`src/rtl/uart_pkg.sv`:
```
// Shared UART types and constants for the RX and TX blocks.
// Pure declarations: no logic, no latency, no flow control.
package uart_pkg;
    localparam int DEFAULT_BAUD_DIV = 868;
    localparam int UART_DATA_W      = 8;

    typedef enum logic [1:0] {IDLE, START, DATA, STOP} tx_state_t;
endpackage

```
`src/rtl/sync_fifo.sv`:
```
// Single-clock FIFO with registered count/full/empty; data read combinationally at rd_ptr.
// A write is visible to pop one cycle later; a push while full is dropped and flagged on drop_o.
module sync_fifo #(
    parameter  int WIDTH = 8,
    parameter  int DEPTH = 16,
    localparam int AW    = $clog2(DEPTH),
    localparam int CW    = AW + 1
) (
    input  logic             clk,
    input  logic             rst_n,
    input  logic             push_i,
    input  logic [WIDTH-1:0] push_dat_i,
    input  logic             pop_i,
    output logic [WIDTH-1:0] pop_dat_o,
    output logic [CW-1:0]    count_o,
    output logic             full_o,
    output logic             empty_o,
    output logic             drop_o
);
    logic [WIDTH-1:0] mem_q [DEPTH];
    logic [AW-1:0]    wr_ptr_q, wr_ptr_d, rd_ptr_q, rd_ptr_d;
    logic [CW-1:0]    count_q, count_d;
    logic             full_q, full_d, empty_q, empty_d;
    logic             push_ok, pop_ok;

    // Gating on the registered flags means a pop never frees room for a same-cycle push.
    assign push_ok = push_i && !full_q;
    assign pop_ok  = pop_i && !empty_q;
    assign drop_o  = push_i && full_q;

    always_comb begin
        wr_ptr_d = wr_ptr_q;
        rd_ptr_d = rd_ptr_q;
        if (push_ok) wr_ptr_d = wr_ptr_q + AW'(1);
        if (pop_ok)  rd_ptr_d = rd_ptr_q + AW'(1);
        count_d = count_q + CW'(push_ok) - CW'(pop_ok);
        full_d  = (count_d == CW'(DEPTH));
        empty_d = (count_d == '0);
    end

    always_ff @(posedge clk) begin
        if (!rst_n) begin
            wr_ptr_q <= '0;
            rd_ptr_q <= '0;
            count_q  <= '0;
            full_q   <= 1'b0;
            empty_q  <= 1'b1;
        end else begin
            wr_ptr_q <= wr_ptr_d;
            rd_ptr_q <= rd_ptr_d;
            count_q  <= count_d;
            full_q   <= full_d;
            empty_q  <= empty_d;
        end
    end

    always_ff @(posedge clk) begin
        if (push_ok) mem_q[wr_ptr_q] <= push_dat_i;
    end

    assign pop_dat_o = mem_q[rd_ptr_q];
    assign count_o   = count_q;
    assign full_o    = full_q;
    assign empty_o   = empty_q;
endmodule

```
`src/rtl/uart_tx_fifo.sv`:
```
// Buffers RX byte strobes in a FIFO and sends them back-to-back as 8N1 frames on uart_tx.
// Line falls two edges after the strobe when idle; no backpressure, bytes arriving while full are dropped.
module uart_tx_fifo
    import uart_pkg::*;
#(
    parameter  int BAUD_DIV = DEFAULT_BAUD_DIV,
    parameter  int DEPTH    = 16,
    localparam int CNT_W    = $clog2(DEPTH) + 1
) (
    input  logic                   clk,
    input  logic                   rst_n,
    input  logic [UART_DATA_W-1:0] in_data,
    input  logic                   in_valid,
    input  logic                   ovf_clr,
    output logic                   uart_tx,
    output logic                   tx_busy,
    output logic [CNT_W-1:0]       fifo_count,
    output logic                   fifo_full,
    output logic                   fifo_empty,
    output logic                   overflow
);
    localparam int            BW        = $clog2(BAUD_DIV);
    localparam logic [BW-1:0] BAUD_LAST = BW'(BAUD_DIV - 1);

    tx_state_t              state_q, state_d;
    logic [BW-1:0]          baud_q, baud_d;
    logic [2:0]             bit_q, bit_d;
    logic [UART_DATA_W-1:0] shreg_q, shreg_d;
    logic                   tx_q, tx_d;
    logic                   ovf_q, ovf_d;
    logic                   pop, drop, tick;
    logic [UART_DATA_W-1:0] pop_dat;

    sync_fifo #(.WIDTH(UART_DATA_W), .DEPTH(DEPTH)) u_fifo (
        .clk        (clk),
        .rst_n      (rst_n),
        .push_i     (in_valid),
        .push_dat_i (in_data),
        .pop_i      (pop),
        .pop_dat_o  (pop_dat),
        .count_o    (fifo_count),
        .full_o     (fifo_full),
        .empty_o    (fifo_empty),
        .drop_o     (drop)
    );

    assign tick = (baud_q == BAUD_LAST);

    always_comb begin
        state_d = state_q;
        baud_d  = baud_q;
        bit_d   = bit_q;
        shreg_d = shreg_q;
        tx_d    = tx_q;
        pop     = 1'b0;
        if (state_q != IDLE) baud_d = tick ? '0 : baud_q + BW'(1);
        case (state_q)
            IDLE: begin
                if (!fifo_empty) begin
                    pop     = 1'b1;
                    shreg_d = pop_dat;
                    tx_d    = 1'b0;
                    baud_d  = '0;
                    state_d = START;
                end
            end
            START: begin
                if (tick) begin
                    tx_d    = shreg_q[0];
                    shreg_d = shreg_q >> 1;
                    bit_d   = '0;
                    state_d = DATA;
                end
            end
            DATA: begin
                if (tick) begin
                    if (bit_q == 3'd7) begin
                        tx_d    = 1'b1;
                        state_d = STOP;
                    end else begin
                        tx_d    = shreg_q[0];
                        shreg_d = shreg_q >> 1;
                        bit_d   = bit_q + 3'd1;
                    end
                end
            end
            STOP: begin
                // Chain straight into the next start bit so queued frames leave no idle gap.
                if (tick) begin
                    if (!fifo_empty) begin
                        pop     = 1'b1;
                        shreg_d = pop_dat;
                        tx_d    = 1'b0;
                        state_d = START;
                    end else begin
                        state_d = IDLE;
                    end
                end
            end
            default: state_d = IDLE;
        endcase
    end

    always_comb begin
        ovf_d = ovf_q;
        if (drop)         ovf_d = 1'b1;
        else if (ovf_clr) ovf_d = 1'b0;
    end

    always_ff @(posedge clk) begin
        if (!rst_n) begin
            state_q <= IDLE;
            baud_q  <= '0;
            bit_q   <= '0;
            shreg_q <= '0;
            tx_q    <= 1'b1;
            ovf_q   <= 1'b0;
        end else begin
            state_q <= state_d;
            baud_q  <= baud_d;
            bit_q   <= bit_d;
            shreg_q <= shreg_d;
            tx_q    <= tx_d;
            ovf_q   <= ovf_d;
        end
    end

    assign uart_tx  = tx_q;
    assign tx_busy  = (state_q != IDLE);
    assign overflow = ovf_q;
endmodule

```
`config.mk`:
```
export PLATFORM = sky130hd
export DESIGN_NAME = uart_tx_fifo
export DESIGN_NICKNAME = d
export VERILOG_FILES = /design/src/rtl/uart_pkg.sv /design/src/rtl/sync_fifo.sv /design/src/rtl/uart_tx_fifo.sv
export SDC_FILE = /design/constraint.sdc
export NUM_CORES = 1
export LEC_CHECK = 0
export CAP_MARGIN = 0
export CORE_MARGIN = 1
export CORE_UTILIZATION = 55
export CTS_CLUSTER_SIZE = 10
export DETAILED_ROUTE_END_ITERATION = 12
export GPL_TIMING_DRIVEN = 0
export PLACE_DENSITY_LB_ADDON = 0.05
export SLEW_MARGIN = 25
export SYNTH_ARGS = -nofsm -noshare
export SYNTH_HDL_FRONTEND = slang
export SYNTH_SLANG_ARGS = --single-unit
```
`constraint.sdc`:
```
create_clock -name clk -period 7.4 [get_ports clk]
set_input_delay 1.85 -clock clk [delete_from_list [all_inputs] [get_ports clk]]
set_output_delay 1.85 -clock clk [all_outputs]
set_load 0.005 [all_outputs]
```
* After elaboration in Yosys (flattened, before gate mapping)
Memory sizes are Yosys's and may differ from the RTL's. A register that Yosys moved wholly into a read port is not among the register bits.
Index checks and enable logic that the tools add are counted.
** Operators by class
- Add/sub/neg operators :: 6
- Equal/unequal tests :: 12
- Mux-type cells :: 36
- Reductions and logical operators :: 14
** Operators by type and width (number)
- two-way mux 10 bit :: 4
- two-way mux 8 bit :: 5
- one-hot mux 8 bit (4 select lines) :: 1
- two-way mux 1 bit :: 12
- inequality test 2 bit (second input constant) :: 6
- adder 10 x 1 -> 10 bit (second input constant) :: 1
- equality test 10 bit (second input constant) :: 1
- two-way mux 2 bit :: 5
- two-way mux 3 bit :: 3
- adder 4 x 1 -> 4 bit (second input constant) :: 2
- two-way mux 4 bit :: 2
- one-hot mux 2 bit (4 select lines) :: 1
- AND reduction 4 bit :: 2
- one-hot mux 3 bit (2 select lines) :: 1
- nonzero test 2 bit :: 3
- adder 5 x 1 -> 5 bit :: 1
- equality test 5 bit (second input constant) :: 1
- zero test 5 bit :: 1
- AND reduction 5 bit :: 1
- subtractor 5 x 1 -> 5 bit :: 1
- equality test 2 bit (second input constant) :: 2
- one-hot mux 1 bit (4 select lines) :: 1
- adder 3 x 1 -> 3 bit (second input constant) :: 1
- equality test 3 bit (second input constant) :: 1
- 6 further kinds :: 9
** Word-level totals
- Bits in registers :: 40
- Memory bits (writable) :: 128
- Output and inout port bits :: 10
- Word-level logic and storage cells :: 80
- Memories kept :: 1
** Memory list
- u_fifo.mem_q :: depth 16, width 8, rd ports 1, clocked after Yosys merged registers in 1, write ports 1, RTL line sync_fifo.sv:20 : logic [WIDTH-1:0] mem_q [DEPTH];

* Logic depth before layout (Yosys ltp)
- Depth after elaboration :: 6
- Mapped depth :: 14
- Depth with buffers taken out :: 12

* Cells and area by module
From an unflattened synthesis, not the netlist that was laid out.
** Second synthesis, totals
- Cell total of the unflattened synthesis :: 473
- Area, all modules :: 7243.2 µm²
** By module, submodules not included
- sync_fifo :: instances 1, cells an instance 310, area an instance 5833.1 µm²
- uart_tx_fifo :: instances 1, cells an instance 163, area an instance 1410.1 µm²

* Least setup slack after synthesis
No wires, ideal clock.
- Path kind :: input -> register
- Start point :: input port in_valid
- End point :: register u_fifo.full_q (netlist: u_fifo.full_o)
- Setup time :: 96 ps
- Data arrival time :: 3462 ps
- Data required time :: 7304 ps
- Slack :: 3842 ps
- Stages :: 7
- Path through :: nor2b_1 clkbuf_1 ha_1 fa_1 xor2_1 or3_1 nor4b_1
** On the way
- Longest elaborated chain between the ends :: 4
** Ends and longest elaborated chain
- start, declared :: RTL line uart_tx_fifo.sv:13 : input logic in_valid,
- logical AND 1 bit :: RTL line sync_fifo.sv:27 : assign push_ok = push_i && !full_q;
- via u_fifo.push_ok :: RTL line sync_fifo.sv:24 : logic push_ok, pop_ok;
- adder 5 x 1 -> 5 bit :: RTL line sync_fifo.sv:36 : count_d = count_q + CW'(push_ok) - CW'(pop_ok);
- subtractor 5 x 1 -> 5 bit :: RTL line sync_fifo.sv:36
- equality test 5 bit :: RTL line sync_fifo.sv:37 : full_d = (count_d == CW'(DEPTH));
- end signal, assigned :: RTL line sync_fifo.sv:52 : full_q <= full_d;
- end, declared :: RTL line sync_fifo.sv:23 : logic full_q, full_d, empty_q, empty_d;
The timed path passes the listed nets, and every way through them passes these cells.
A chain may end at the register's enable or synchronous reset.

* Worst setup path after layout
- Start point :: register state_q[0]
- End point :: output port tx_busy
** On the way
- Longest elaborated chain between the ends :: 1
** Ends and longest elaborated chain
- start, declared :: RTL line uart_tx_fifo.sv:25 : tx_state_t state_q, state_d;
- start signal, assigned :: RTL line uart_tx_fifo.sv:119 : state_q <= state_d;
- nonzero test 2 bit :: RTL line uart_tx_fifo.sv:129 : assign tx_busy = (state_q != IDLE);
- end, declared :: RTL line uart_tx_fifo.sv:16 : output logic tx_busy,
No other way between the ends.

==> impl_summary.md <==
Placed design
The detailed placer's ending HPWL is 9740 µm. The minimum setup slack after placement is 3.18 ns. During placement, the flow inserted port buffers numbering 21.

The routability congestion estimate from global placement is about 0.79.

Route
In this run the remaining antenna-violating nets after routing total 0. The final layout contains routed wiring with a total length of 14600 µm. The detailed router finished its first iteration with 258 violations. The via count is 4060. For this run, the detailed router's first-pass iteration total came to 5.

The number of vias per cell is around 5.9. After detailed routing, the number of remaining DRC violations is 0. The final routed wire length divided by cell count is about 21 µm.

Synthesis
The synthesis warning total is 0. Summing the areas of all compound-gate instances in the mapped netlist gives 6.50% of the synthesized area. The dominant register cell in the synthesized netlist is sky130_fd_sc_hd__edfxtp_1. The post-synthesis instance area is 7260 µm².

The synthesized netlist net count is 497. The number of enable flip-flop cells after synthesis is about 130. In this run the mean area of a mapped cell was 15.6 µm². After synthesis, the share of flip-flops with an asynchronous set or reset is 0%.

After synthesis, the cell types taking the most area are sky130_fd_sc_hd__edfxtp_1, sky130_fd_sc_hd__dfxtp_1, sky130_fd_sc_hd__mux4_2. The number of instances in the synthesized netlist is around 470. The area share of fa/ha/maj cells after synthesis is about 3.4%.

Summing the sequential cell areas from Yosys gives 65.1% of the chip area. By area, the combinational part of the netlist is dominated by multiplexers. The library cell occupying the most area in the post-synthesis netlist is sky130_fd_sc_hd__edfxtp_1. The share of the synthesized area in the top cell type is between 50 and 60%.

The post-synthesis mux area share is 13.5%. The count of unique library cells instantiated by Yosys is 57. In this run, synthesis produced a sequential element count of 172.

The area share of xor/xnor cells in the synthesized design is 1.09%. After Yosys synthesis, and, or, nand and nor cells account for 7.60% of the synthesized area.

Die
The count of pins on the block boundary is 22. The die outline height is 117 µm. The total core area is ~13000 µm². In this run the core area contains 41 standard-cell rows.

The initial cell density of the core is 57.1%. The floorplan step defined a die boundary enclosing 13700 µm². The x dimension of the die is 117 µm.

STA
The total count of max-transition violations in the final report is 0. The sum of negative setup slack is 0 ns. The smallest setup slack after layout is ~3.4 ns. The final critical path takes up 54.1% of the cycle. The worst slew margin relative to its limit is 43.2%. On the final layout, the worst clock skew is ~0.0075 ns. The timing-limited maximum frequency is 250 MHz. The final setup violation count is 0.

The measured slew at the worst slew-check pin is 0.849 ns. Setup repair after global routing left no endpoint under its margin. The final hold violation count is 0.

The post-layout minimum cycle time is about 4 ns.

Worst setup path
The critical path's slowest cell is sky130_fd_sc_hd__clkdlybuf4s50_1. Among the stages of the critical path, the cell type that occurs most often is sky130_fd_sc_hd__inv_1. The critical path launch point is state_q[0]$_SDFFE_PN0P_. Data on the critical path is required at its endpoint by 5.55 ns. In this design, the stage delay of the slowest critical-path cell is roughly 0.48 ns. The worst setup path is captured at a primary output. At the worst endpoint, the arrival time is 2.16 ns. Grouping stages by cell kind, the critical path spends the most delay in buffers and inverters. The critical-path maximum fanout is 10. The worst setup path is launched from a register.

The critical register-to-register path startpoint is state_q[0]$_SDFFE_PN0P_. The type of the setup path with the least slack is register to primary output. Walking the worst path, the cells encountered are inv_1, ha_1, clkbuf_1, inv_1, clkdlybuf4s50_1. The number of buffers and inverters on the critical path is 4.

GRT
For this run, the total global-route usage over all layers was measured as 23.5%. The number of antenna violations at the first check in global routing is 0. The wire length of the first global-routing pass is 22600 µm. The number of global-route vias before repair came to around 4.0k. The met1 track demand over resource is 33.9%. The pin count of the biggest net entering global routing is 17. The layer flagged by global routing as most heavily used is met2. The remaining global-route overflow is 0. The met3 usage in global routing is under 10%. The met2 global-route usage is 35.9%.

Run status
The flow ran to the end, and the final reports show no timing, DRC or antenna violations.

Cells and area
The utilization after layout is 65.0%. The post-layout net count is 537. The number of fill cells is 942. The fraction of final layout cells with drive strength greater than 1 is ~17%. 0 antenna diodes ended up in the layout. In the layout the commonest cells are sky130_fd_sc_hd__edfxtp_1, sky130_fd_sc_hd__dfxtp_1, sky130_fd_sc_hd__mux4_2. The layout overhead on the synthesized area is 13.8%. The most frequent standard cell in the layout excluding fill and tap cells is sky130_fd_sc_hd__edfxtp_1.

Hold path
The worst hold path belongs to the class register to register. The startpoint of the lowest-slack hold path is shreg_q[7]$_SDFFE_PN0P_.

Clock network
The later pin in the worst-skew pair is clocked with a latency of 0.42 ns. The post-cts hold buffer count is 0. The clock tree from TritonCTS is done. The number of gates resized after CTS was 0. CTS built an H-tree with a depth of 4. The deepest clock path buffer count is 2. The clock transition at the register clock pins on the worst setup and hold paths after CTS is 0.06 ns. For this design, the sink count on the clock tree is approximately 170. The post-CTS setup buffer count is 0.

Buffers inserted during clock tree synthesis total 17. The root cell of the clock tree is sky130_fd_sc_hd__clkbuf_16.

Power
Across the VDD grid, the largest voltage drop is 0.264 mV. The internal power of the cells totals 2.01 mW. Sequential cells account for 41.1% of the total power.

In this run the power spent charging and discharging nets is approximately 850 µW. The total power draw is 2.86 mW. Combinational logic burns between 20% and 30% of the power. The cell leakage power is 2.68 nW. The total power per unit cell area is 346 nW/µm². The switching part of the total is 29.8%.

Per report_power, the clock group accounts for 29.4% of the total.

Job
Across the run, the number of max-cap violations was 0.
-- power by group through the flow --
stage	registers, mW	logic, mW	clock network (mW)
final	1.18	0.843	0.840
after detailed placement	1.20	0.841	0
after global placement	1.19	0.821	0
after global routing	1.19	0.926	0.888
after CTS	1.18	0.848	0.857
after floorplan	1.18	0.601	0
-- synth_stat cells, types with 3 or more instances --
library cell               count
sky130_fd_sc_hd__xnor2_1       5
sky130_fd_sc_hd__a21oi_1      14
sky130_fd_sc_hd__inv_1        23
sky130_fd_sc_hd__ha_1         18
sky130_fd_sc_hd__mux2i_1      16
sky130_fd_sc_hd__o211a_1       3
sky130_fd_sc_hd__o21ai_1       3
sky130_fd_sc_hd__buf_2         4
sky130_fd_sc_hd__edfxtp_1    128
sky130_fd_sc_hd__nor2_1       25
sky130_fd_sc_hd__and2_1        9
sky130_fd_sc_hd__nor2b_1       5
sky130_fd_sc_hd__nor3_1        7
sky130_fd_sc_hd__o21ai_0       4
sky130_fd_sc_hd__nand4_1       5
sky130_fd_sc_hd__mux4_2       32
sky130_fd_sc_hd__nand2b_1      4
sky130_fd_sc_hd__o31ai_1       5
sky130_fd_sc_hd__nand3_1      15
sky130_fd_sc_hd__buf_6         3
sky130_fd_sc_hd__o221a_1       3
sky130_fd_sc_hd__nand2_1      14
sky130_fd_sc_hd__o221ai_1      7
sky130_fd_sc_hd__mux2_2        9
sky130_fd_sc_hd__a31oi_1       4
sky130_fd_sc_hd__clkbuf_1     11
sky130_fd_sc_hd__xor2_1        4
sky130_fd_sc_hd__dfxtp_1      44
-- final cells by class --
cell class | instances | area [µm²] | share of cell area (%)
clock inverter | 10 | 118 | 1.42
tap | 172 | 215 | 2.60
buffer | 22 | 118 | 1.42
sequential | 172 | 4720 | 57.2
multi-input combinational | 248 | 2350 | 28.4
clock buffer | 21 | 440 | 5.33
timing repair buffer | 21 | 210 | 2.54
inverter | 24 | 90.1 | 1.09
-- through the flow --
stage                     hold WS (ns)  cell area (µm²)  std cells
final                            0.469             8270        690
after floorplan                  0.449             7260        466
after global routing             0.499             8270        690
after global placement           0.455             7690        659
after detailed placement         0.462             7710        659
after CTS                        0.471             8270        690
-- cells by family (layout without fill, tap and decap cells) --
group | Yosys count | in the layout
AOI/OAI and AO/OA | 60 | 60
adders and majority gates | 19 | 19
DFF | 172 | 172
xor gates and xnor gates | 9 | 9
buffers and inverters | 46 | 98
muxes | 57 | 57
and+or+nand+nor | 103 | 103
-- flip-flops by register name, summed over array words and instances, names as in the netlist, named ones only --
register,count
baud_q,10
bit_q,3
overflow,1
shreg_q,8
state_q,2
u_fifo.count_o,5
u_fifo.empty_o,1
u_fifo.full_o,1
u_fifo.mem_q,128
u_fifo.rd_ptr_q,4
u_fifo.wr_ptr_q,4
uart_tx,1
-- worst paths after layout --
check                                  end  slack (ns)  cells past startpoint
hold / removal     shreg_q[7]$_SDFFE_PN0P_        0.47                      2
hold reg to reg    shreg_q[7]$_SDFFE_PN0P_        0.47                      2
setup / recovery                   tx_busy        3.39                      5
setup reg to reg  u_fifo.full_o$_SDFF_PN0_        3.94                     14
-- worst min-delay path, stage by stage, from the launching register on --
cell and delay (ns):
sky130_fd_sc_hd__dfxtp_1 0.30, sky130_fd_sc_hd__inv_1 0.05, sky130_fd_sc_hd__o22ai_1 0.07
-- routing by layer --
metal / part of all wire [%] / wire length [µm] / up-vias
li1: - / - / 1895
met1: 47 / 6780 / 2048
met2: 47 / 6910 / 106
met3: 5.2 / 756 / 11
met4: 0.78 / 114 / 0
met5: 0 / 0 / -
(Power assumes the default switching activity.)
